## config.mk

```make
export PLATFORM = sky130hd
export DESIGN_NAME = fb_writer
export DESIGN_NICKNAME = d
export VERILOG_FILES = /design/src/rtl/vga_pkg.sv /design/src/rtl/fb_addr_calc.sv /design/src/rtl/fb_writer.sv
export SDC_FILE = /design/constraint.sdc
export NUM_CORES = 1
export LEC_CHECK = 0
export CAP_MARGIN = 10
export CORE_UTILIZATION = 40
export CTS_CLUSTER_DIAMETER = 150
export DETAILED_ROUTE_END_ITERATION = 7
export PLACE_DENSITY = 0.64
export SETUP_SLACK_MARGIN = 0.05
export SLEW_MARGIN = 10
export SYNTH_ARGS = -nofsm -noshare
export SYNTH_HDL_FRONTEND = slang
export SYNTH_SLANG_ARGS = --single-unit
```

## constraint.sdc

```tcl
create_clock -name clk -period 3.6 [get_ports clk]
set_input_delay 1.08 -clock clk [delete_from_list [all_inputs] [get_ports clk]]
set_output_delay 1.08 -clock clk [all_outputs]
set_load 0.03 [all_outputs]
```

## src/rtl/vga_pkg.sv

```systemverilog
// Shared frame-buffer geometry and the write-side FSM state encoding.
package vga_pkg;

    localparam int unsigned HRES_DEFAULT = 640;
    localparam int unsigned VRES_DEFAULT = 480;
    localparam int unsigned FB_ADDR_W    = 17;
    localparam int unsigned FB_WORDS     = HRES_DEFAULT * VRES_DEFAULT / 4;

    typedef enum logic [1:0] {
        S_IDLE  = 2'd0,
        S_PEND  = 2'd1,
        S_DRAIN = 2'd2,
        S_CLEAR = 2'd3
    } state_t;

endpackage

```

## src/rtl/fb_addr_calc.sv

```systemverilog
// Maps a pixel coordinate to its frame-buffer word address, byte lane and range status.
module fb_addr_calc
    import vga_pkg::*;
#(
    parameter int unsigned HRES      = HRES_DEFAULT,
    parameter int unsigned VRES      = VRES_DEFAULT,
    parameter int unsigned ADDR_W    = FB_ADDR_W,
    parameter int unsigned BASE_ADDR = 0
) (
    input  logic [9:0]        pix_x,
    input  logic [9:0]        pix_y,
    output logic [ADDR_W-1:0] word,
    output logic [1:0]        lane,
    output logic              in_range
);

    logic [18:0] lin;

    assign lin      = 19'(pix_y) * 19'(HRES) + 19'(pix_x);
    assign word     = ADDR_W'(BASE_ADDR) + ADDR_W'(lin[18:2]);
    assign lane     = lin[1:0];
    assign in_range = (32'(pix_x) < HRES) && (32'(pix_y) < VRES);

endmodule

```

## src/rtl/fb_writer.sv

```systemverilog
// Frame-buffer port-A writer: coalesces pixel writes into byte-enabled words
// and performs full-screen clears.
module fb_writer
    import vga_pkg::*;
#(
    parameter int unsigned HRES      = HRES_DEFAULT,
    parameter int unsigned VRES      = VRES_DEFAULT,
    parameter int unsigned ADDR_W    = FB_ADDR_W,
    parameter int unsigned BASE_ADDR = 0
) (
    input  logic              clk,
    input  logic              reset,
    input  logic              pix_valid,
    output logic              pix_ready,
    input  logic [9:0]        pix_x,
    input  logic [9:0]        pix_y,
    input  logic [7:0]        pix_data,
    input  logic              clear_req,
    input  logic [7:0]        clear_value,
    output logic              busy,
    output logic              clear_done,
    output logic              oob_flag,
    output logic [ADDR_W-1:0] address_a,
    output logic [31:0]       data_a,
    output logic [3:0]        byteena_a,
    output logic              wren_a
);

    localparam int unsigned WORDS = HRES * VRES / 4;
    localparam int unsigned CNT_W = (WORDS > 1) ? $clog2(WORDS) : 1;
    localparam logic [CNT_W-1:0] LAST = CNT_W'(WORDS - 1);

    state_t             state;
    state_t             state_nx;
    logic [ADDR_W-1:0]  pend_word;
    logic [31:0]        pend_data;
    logic [3:0]         pend_be;
    logic [CNT_W-1:0]   cnt;
    logic [7:0]         clr_val;
    logic               clear_last;

    logic [ADDR_W-1:0]  px_word;
    logic [1:0]         px_lane;
    logic               px_in;
    logic               take;
    logic               hit;
    logic               drop;
    logic               same;
    logic [31:0]        merged_data;
    logic [3:0]         merged_be;
    logic [31:0]        new_data;
    logic [3:0]         new_be;

    function automatic logic [31:0] put_byte(input logic [31:0] d, input logic [1:0] lane,
                                             input logic [7:0] b);
        logic [31:0] r;
        r = d;
        r[{lane, 3'b000} +: 8] = b;
        return r;
    endfunction

    function automatic logic [3:0] lane_be(input logic [1:0] lane);
        return 4'b0001 << lane;
    endfunction

    fb_addr_calc #(
        .HRES      (HRES),
        .VRES      (VRES),
        .ADDR_W    (ADDR_W),
        .BASE_ADDR (BASE_ADDR)
    ) u_addr (
        .pix_x    (pix_x),
        .pix_y    (pix_y),
        .word     (px_word),
        .lane     (px_lane),
        .in_range (px_in)
    );

    assign take        = pix_valid && pix_ready;
    assign hit         = take && px_in;
    assign drop        = take && !px_in;
    assign same        = (px_word == pend_word);
    assign merged_data = put_byte(pend_data, px_lane, pix_data);
    assign merged_be   = pend_be | lane_be(px_lane);
    assign new_data    = put_byte(32'h0, px_lane, pix_data);
    assign new_be      = lane_be(px_lane);
    assign busy        = (state != S_IDLE);

    always_comb begin
        state_nx = state;
        case (state)
            S_IDLE: begin
                if (clear_req)
                    state_nx = hit ? S_DRAIN : S_CLEAR;
                else if (hit)
                    state_nx = S_PEND;
            end
            S_PEND: begin
                if (clear_req)
                    state_nx = (hit && !same) ? S_DRAIN : S_CLEAR;
                else if (!hit && !drop)
                    state_nx = S_IDLE;
            end
            S_DRAIN: state_nx = S_CLEAR;
            S_CLEAR: begin
                if (cnt == LAST)
                    state_nx = S_IDLE;
            end
            default: state_nx = S_IDLE;
        endcase
    end

    always_ff @(posedge clk or negedge reset) begin
        if (!reset) begin
            state      <= S_IDLE;
            pix_ready  <= 1'b0;
            pend_word  <= '0;
            pend_data  <= '0;
            pend_be    <= '0;
            cnt        <= '0;
            clr_val    <= '0;
            clear_last <= 1'b0;
            clear_done <= 1'b0;
            oob_flag   <= 1'b0;
            address_a  <= '0;
            data_a     <= '0;
            byteena_a  <= '0;
            wren_a     <= 1'b0;
        end else begin
            state      <= state_nx;
            pix_ready  <= (state_nx == S_IDLE) || (state_nx == S_PEND);
            wren_a     <= 1'b0;
            clear_last <= 1'b0;
            clear_done <= clear_last;
            if (drop)
                oob_flag <= 1'b1;
            if ((state == S_IDLE || state == S_PEND) && clear_req) begin
                clr_val <= clear_value;
                cnt     <= '0;
            end
            case (state)
                S_IDLE: begin
                    if (hit) begin
                        pend_word <= px_word;
                        pend_data <= new_data;
                        pend_be   <= new_be;
                    end
                end
                S_PEND: begin
                    if (hit && same) begin
                        pend_data <= merged_data;
                        pend_be   <= merged_be;
                        // A clear in the same cycle flushes the merged word immediately.
                        if (clear_req) begin
                            wren_a    <= 1'b1;
                            address_a <= pend_word;
                            data_a    <= merged_data;
                            byteena_a <= merged_be;
                        end
                    end else if (hit) begin
                        wren_a    <= 1'b1;
                        address_a <= pend_word;
                        data_a    <= pend_data;
                        byteena_a <= pend_be;
                        pend_word <= px_word;
                        pend_data <= new_data;
                        pend_be   <= new_be;
                    end else if (!drop || clear_req) begin
                        wren_a    <= 1'b1;
                        address_a <= pend_word;
                        data_a    <= pend_data;
                        byteena_a <= pend_be;
                    end
                end
                S_DRAIN: begin
                    wren_a    <= 1'b1;
                    address_a <= pend_word;
                    data_a    <= pend_data;
                    byteena_a <= pend_be;
                end
                S_CLEAR: begin
                    wren_a    <= 1'b1;
                    address_a <= ADDR_W'(BASE_ADDR) + ADDR_W'(cnt);
                    data_a    <= {4{clr_val}};
                    byteena_a <= 4'hF;
                    if (cnt == LAST) begin
                        cnt        <= '0;
                        clear_last <= 1'b1;
                    end else begin
                        cnt <= cnt + 1'b1;
                    end
                end
                default: ;
            endcase
        end
    end

endmodule

```

After elaboration in Yosys (flattened, before gate mapping)

Index checks and enable logic that the tools add are counted.
Widths: inputs -> output; s select.

Register bits after elaboration: 138
Output and inout port bits: 58
Logic and storage cells: 101

$add $sub $neg: 3
$mul: 1
$lt $le $gt $ge: 2
Equal/unequal tests: 9
Shift-type cells: 3
Muxes and demuxes: 43
Bitwise logic cells: 2
Reductions and logical operators: 24

Operators by type and width:

| operator               | count |
|---|---|
| $mux 32                | 6 |
| $mux 17                | 9 |
| $pmux 32 s3            | 1 |
| $pmux 32 s2            | 1 |
| $pmux 17 s3            | 1 |
| $pmux 17 s2            | 1 |
| $and 32x32->32         | 1 |
| $bwmux 32              | 1 |
| $shift 8x7->32 const A | 1 |
| $shiftx 8x7->32        | 1 |
| $mux 4                 | 6 |
| $add 19x10->19         | 1 |
| $add 17x1->17 const B  | 1 |
| $eq 17x17->1           | 1 |
| $eq 17x17->1 const B   | 1 |
| $mul 10x3->12 const B  | 1 |
| $pmux 4 s3             | 1 |
| $lt 10x10->1 const B   | 1 |
| $lt 10x9->1 const B    | 1 |
| $mux 2                 | 5 |
| $logic_and 1x1->1      | 8 |
| $mux 1                 | 8 |
| $pmux 2 s4             | 1 |
| $pmux 4 s2             | 1 |
| other kinds (17)       | 27 |

Longest topological paths before layout

Depth after elaboration: 11
Gate-level depth with buffers: 18
Mapped depth without buffers: 15

Cells and area by module

Synthesis repeated with hierarchy kept, for this count alone.

Cells, all modules: 853
Area, all modules: 8361.8 um^2

By module, submodules not included:

| module       | instances | cells each | area an instance (um^2) | seq. area each (um^2) |
|---|---|---|---|---|
| fb_writer    | 1         | 764        | 7646.1                  | 3453.3 |
| fb_addr_calc | 1         | 89         | 715.7                   | 0.0 |

Worst setup path before layout

OpenSTA, ideal clock, no wires.

Path kind: input -> register
Start point: input pix_y[1]
End point: register data_a[20]
Setup time: 0.121 ns
Data arrival time: 4.332 ns
Slack: -0.853 ns
Stages: 15
Buffers on the path: 3
Path through: ha_1 ha_1 inv_1 fa_1 nand2b_1 nor3_1 nand4_1 nor3_1 xor3_1 and4_1 buf_6 o21a_1 buf_6 buf_2 a22o_1

Word-level cells in the longest chain between the ends: 8
Elaborated cells on any way between the ends: 17

RTL lines:

| what                                                   | RTL line         | RTL |
|---|---|---|
| start, declared                                        | fb_writer.sv:16  | `input logic [9:0] pix_y,` |
| branches (longest 8 deep; another with $add 19x10->19) | n/a              |  |
| end signal, assigned                                   | fb_writer.sv:163 | `data_a <= pend_data;` |
| end signal, assigned                                   | fb_writer.sv:171 | `data_a <= pend_data;` |
| end signal, assigned                                   | fb_writer.sv:178 | `data_a <= pend_data;` |
| end, declared                                          | fb_writer.sv:24  | `output logic [31:0] data_a,` |

Several ways; the timed one is not identified.
A chain may end at the register's enable or synchronous reset.

Worst setup path in the final report

Start point: input pix_y[1]
End point: register data_a[9]

The elaborated chain is that of the path after synthesis.

==> flow_summary.html <==
<table>
<tr><th>Metric</th><th>Value</th></tr>
<tr><th colspan="2">Synth</th></tr>
<tr><td>Cells after Synth</td><td>about 800</td></tr>
<tr><td>Post-synthesis instance area</td><td>7500 um^2</td></tr>
<tr><td>Syn_nets</td><td>roughly 860</td></tr>
<tr><td>Number of warnings issued by yosys</td><td>0</td></tr>
<tr><td>Number of distinct library cells after synthesis</td><td>slightly above 60</td></tr>
<tr><td>Flip-flop and latch count after synthesis</td><td>between 100 and 150</td></tr>
<tr><td>Mean cell area of the mapped netlist</td><td>between 9 and 10 um^2</td></tr>
<tr><td>Async set-or-reset flop fraction in the synthesized netlist</td><td>1.00</td></tr>
<tr><td>Post-synthesis sequential area ratio</td><td>0.460</td></tr>
<tr><td>Ys flop type</td><td>dfrtp_1</td></tr>
<tr><td>Number of synthesized flops with an enable pin</td><td>0</td></tr>
<tr><th colspan="2">Clock tree</th></tr>
<tr><td>Number of buffers inserted by hold repair at cts</td><td>0</td></tr>
<tr><td>Clock sink count</td><td>138</td></tr>
<tr><td>Post-CTS clock slew at the launch and capture registers of the worst setup and hold paths</td><td>0.06 ns</td></tr>
<tr><td>TritonCTS Buffers</td><td>17</td></tr>
<tr><td>Root buffer cell</td><td>clkbuf_16</td></tr>
<tr><td>TritonCTS clock tree</td><td>yes</td></tr>
<tr><td>H-tree level count</td><td>4</td></tr>
<tr><td>Clock insertion delay at the later pin of the skew report</td><td>between 0.4 and 0.5 ns</td></tr>
<tr><td>Max Root-Sink Buffers</td><td>2</td></tr>
<tr><th colspan="2">Detailed routing</th></tr>
<tr><td>WL met1</td><td>10200 um</td></tr>
<tr><td>Number of DRC markers in iteration 0</td><td>450</td></tr>
<tr><td>DRC errors left</td><td>6</td></tr>
<tr><td>Met3 Routed Length</td><td>1200 um</td></tr>
<tr><td>Routed WL</td><td>23300 um</td></tr>
<tr><td>Highest metal layer with signal wires</td><td>met4</td></tr>
<tr><td>Met2 routed wirelength</td><td>~11000 um</td></tr>
<tr><td>Routed via count divided by cell count</td><td>between 5 and 6</td></tr>
<tr><td>Routed via count</td><td>between 6000 and 7000</td></tr>
<tr><td>DR WL/cell</td><td>approximately 19 um</td></tr>
<tr><td>Routed Antenna Nets</td><td>0</td></tr>
<tr><td>Pre-Repair DR Iteration Count</td><td>7</td></tr>
<tr><th colspan="2">Timing</th></tr>
<tr><td>Final setup violation count</td><td>106</td></tr>
<tr><td>Least-Margin Pin Slew</td><td>between 0.8 and 0.9 ns</td></tr>
<tr><td>Headroom to the max-slew limit</td><td>0.403</td></tr>
<tr><td>Final Slew Violations</td><td>0</td></tr>
<tr><td>Crit share post-route</td><td>1.13</td></tr>
<tr><td>Final hold viol count</td><td>0</td></tr>
<tr><td>Final Critical Period</td><td>just over 4 ns</td></tr>
<tr><td>Final setup skew</td><td>0.0143 ns</td></tr>
<tr><td>Crit path setup slack, layout</td><td>-0.484 ns</td></tr>
<tr><td>Max Clock Freq</td><td>245 MHz</td></tr>
<tr><td>RSZ-0062 raised after global routing</td><td>true</td></tr>
<tr><th colspan="2">Outcome</th></tr>
<tr><td>Result of the run</td><td>finished, violations left</td></tr>
<tr><td>Failing checks</td><td>design-rule violations, negative setup slack</td></tr>
<tr><th colspan="2">Power and ir drop</th></tr>
<tr><td>Worst vdd rail ir drop</td><td>about 270 uV</td></tr>
<tr><td>Pwr per Cell Area</td><td>roughly 450 nW/um^2</td></tr>
<tr><td>Overall Power</td><td>around 5.2 mW</td></tr>
<tr><td>Leakage component of the power</td><td>a little under 5 nW</td></tr>
<tr><th colspan="2">Setup path</th></tr>
<tr><td>Peak fanout along the critical path</td><td>8</td></tr>
<tr><td>FF-to-FF path depth</td><td>10</td></tr>
<tr><td>Worst setup path endpoint</td><td>data_a[9]</td></tr>
<tr><td>Startpoint of the worst register-to-register path</td><td>cnt[0]</td></tr>
<tr><td>Crit path launch type</td><td>primary input</td></tr>
<tr><td>Critical path start-end classification</td><td>primary input to flop</td></tr>
<tr><td>Crit path required time</td><td>about 4 ns</td></tr>
<tr><td>FF-to-FF End</td><td>cnt[14]</td></tr>
<tr><td>Register-to-register path setup slack</td><td>0.71 ns</td></tr>
<tr><td>Signal arrival time at the worst endpoint</td><td>4.41 ns</td></tr>
<tr><td>Kind of capture point of the worst setup path</td><td>flop</td></tr>
<tr><td>Timing startpoint of the critical path</td><td>pix_y[1]</td></tr>
<tr><th colspan="2">Floorplan</th></tr>
<tr><td>Area of the die</td><td>19300 um^2</td></tr>
<tr><td>Floorplan Core Area</td><td>between 15000 and 20000 um^2</td></tr>
<tr><td>Initial Util</td><td>0.413</td></tr>
<tr><td># IOs</td><td>98</td></tr>
<tr><td>Vertical die dimension</td><td>roughly 140 um</td></tr>
<tr><td>Die width</td><td>roughly 140 um</td></tr>
<tr><td>Number of placement rows</td><td>49</td></tr>
<tr><th colspan="2">Global routing</th></tr>
<tr><td>Overall track demand over capacity in global routing</td><td>0.239</td></tr>
<tr><td>Antenna violations before repair</td><td>0</td></tr>
<tr><td>Maximum number of pins on one net before global-route repair</td><td>75</td></tr>
<tr><td>Total congestion overflow</td><td>0</td></tr>
<tr><td>Wire length of the first global-routing pass</td><td>around 36000 um</td></tr>
<tr><td>Number of global-route vias before repair</td><td>~6700</td></tr>
<tr><th colspan="2">Placement</th></tr>
<tr><td>RD Place Congestion</td><td>approximately 0.8</td></tr>
<tr><td>Pre-CTS setup slack</td><td>-1.42 ns</td></tr>
<tr><td>Half-perimeter wire length of the detailed placement result</td><td>about 15000 um</td></tr>
<tr><td>Number of port buffers</td><td>97</td></tr>
<tr><th colspan="2">Finish</th></tr>
<tr><td>Share of the core filled with cells in the final layout</td><td>0.627</td></tr>
<tr><td>Final net count</td><td>about 1000</td></tr>
<tr><td>Ant. Diodes</td><td>0</td></tr>
<tr><td>Ratio of cells with drive above 1 in the final layout</td><td>0.328</td></tr>
<tr><td>Synthesis-to-layout area growth</td><td>51.8%</td></tr>
<tr><th colspan="2">Min path</th></tr>
<tr><td>Hold crit path type</td><td>flop to flop</td></tr>
<tr><td>Hold Startpoint</td><td>clear_last</td></tr>
<tr><td>Number of stages on the worst hold path</td><td>0</td></tr>
<tr><th colspan="2">Job</th></tr>
<tr><td>Maximum capacitance violations</td><td>0</td></tr>
</table>
==> metrics by stage <==
step	cells	setup TNS [ns]	cell area (um^2)	hold WS (ns)
finish	1219	-38.54	11400	0.363
CTS	1209	-33.57	10800	0.366
floorplan	797	-58.80	7720	0.331
global placement	1150	-134.80	9410	0.344
global route	1219	-53.68	11400	0.370
detailed placement	1150	-142.12	9410	0.352
==> layout make-up <==
class	count	area, um^2
clock inverter	10	163
timing repair buffer	210	2240
sequential	138	3450
inverter	14	65.1
tap	229	287
fill	1476	6760
multi-input combinational	596	4690
clock buffer	22	484
==> cell usage in the layout, fill, tap and decap left out, drive strengths merged, types with 8 or more instances in the layout <==
| cell type | n |
|---|---|
| and3 | 10 |
| xor2 | 14 |
| a31oi | 43 |
| buf | 114 |
| xnor2 | 21 |
| nor2b | 8 |
| a22o | 44 |
| clkdlybuf4s50 | 84 |
| a21oi | 19 |
| o21ai | 51 |
| ha | 24 |
| nand2b | 9 |
| mux2 | 23 |
| dfrtp | 138 |
| inv | 14 |
| nand2 | 159 |
| clkbuf | 27 |
| nand3 | 21 |
| nor2 | 71 |
==> repair_timing <==
action | CTS | global route
endpoints found under the setup margin | 107 | 106
pin swaps | 70 | 35
gates cloned | 5 | 5
resized for setup | 117 | 104
setup buffers | 25 | 7
==> routing by layer <==
| metal | vias up | global-route usage |
|---|---|---|
| li1 | 3170 | - |
| met1 | 3378 | 0.324 |
| met2 | 224 | 0.393 |
| met3 | 39 | 0.0414 |
| met4 | 0 | 0.0713 |
| met5 | - | 0 |
==> critical path, stage by stage <==
cell and delay, ns:
buf_8 0.10, ha_4 0.26, ha_4 0.13, inv_2 0.03
fa_2 0.34, and2b_2 0.28, o22ai_4 0.11, xnor2_2 0.24
buf_4 0.17, xnor2_2 0.09, xor2_2 0.21, nor4b_4 0.23
and4_4 0.29, o21a_4 0.19, clkinv_8 0.09, buf_12 0.15
clkbuf_16 0.16, a31oi_1 0.24
==> flip-flops by register name, summed over array words and instances, names as in the netlist <==
name / cells
wren_a: 1
address_a: 17
state: 2
byteena_a: 4
pend_data: 32
oob_flag: 1
pend_word: 17
clear_done: 1
data_a: 32
pend_be: 4
pix_ready: 1
clear_last: 1
clr_val: 8
cnt: 17
==> report_power, final <==
| group | internal (mW) | switching [mW] |
|---|---|---|
| clock | 1.23 | 0.689 |
| sequential | 1.73 | 0.199 |
| combinational | 0.629 | 0.680 |
==> Yosys cell counts, types with 16 or more instances <==
cell type  number  area (um^2)
nand3_1        21          105
nand2_1       159          597
a31oi_1        43          269
o21ai_0        39          195
xnor2_1        21          184
dfrtp_1       138         3450
mux2_2         23          259
a22o_1         44          385
clkbuf_1       21         78.8
nor2_1         70          263
ha_1           24          300
a21oi_1        16         80.1
==> worst min path at each step <==
stage	end	slack (ns)
after floorplan	clear_done	0.33
after global placement	clear_done	0.34
after detailed placement	clear_done	0.35
after CTS	clear_done	0.37
after global routing	clear_done	0.37
final	clear_done	0.36
==> kinds of logic (layout without fill, tap and decap cells) <==
family	count (synthesis)	count (layout)	share of synthesized area
AOI/OAI and AO/OA	185	186	0.174
DFF	138	138	0.460
xor gates and xnor gates	38	38	0.0501
adders and majority gates	26	26	0.0454
muxes	24	24	0.0359
and+or+nand+nor	322	322	0.193
buffers and inverters	64	256	0.0415
Note: power is estimated with default switching activity, not from simulation.
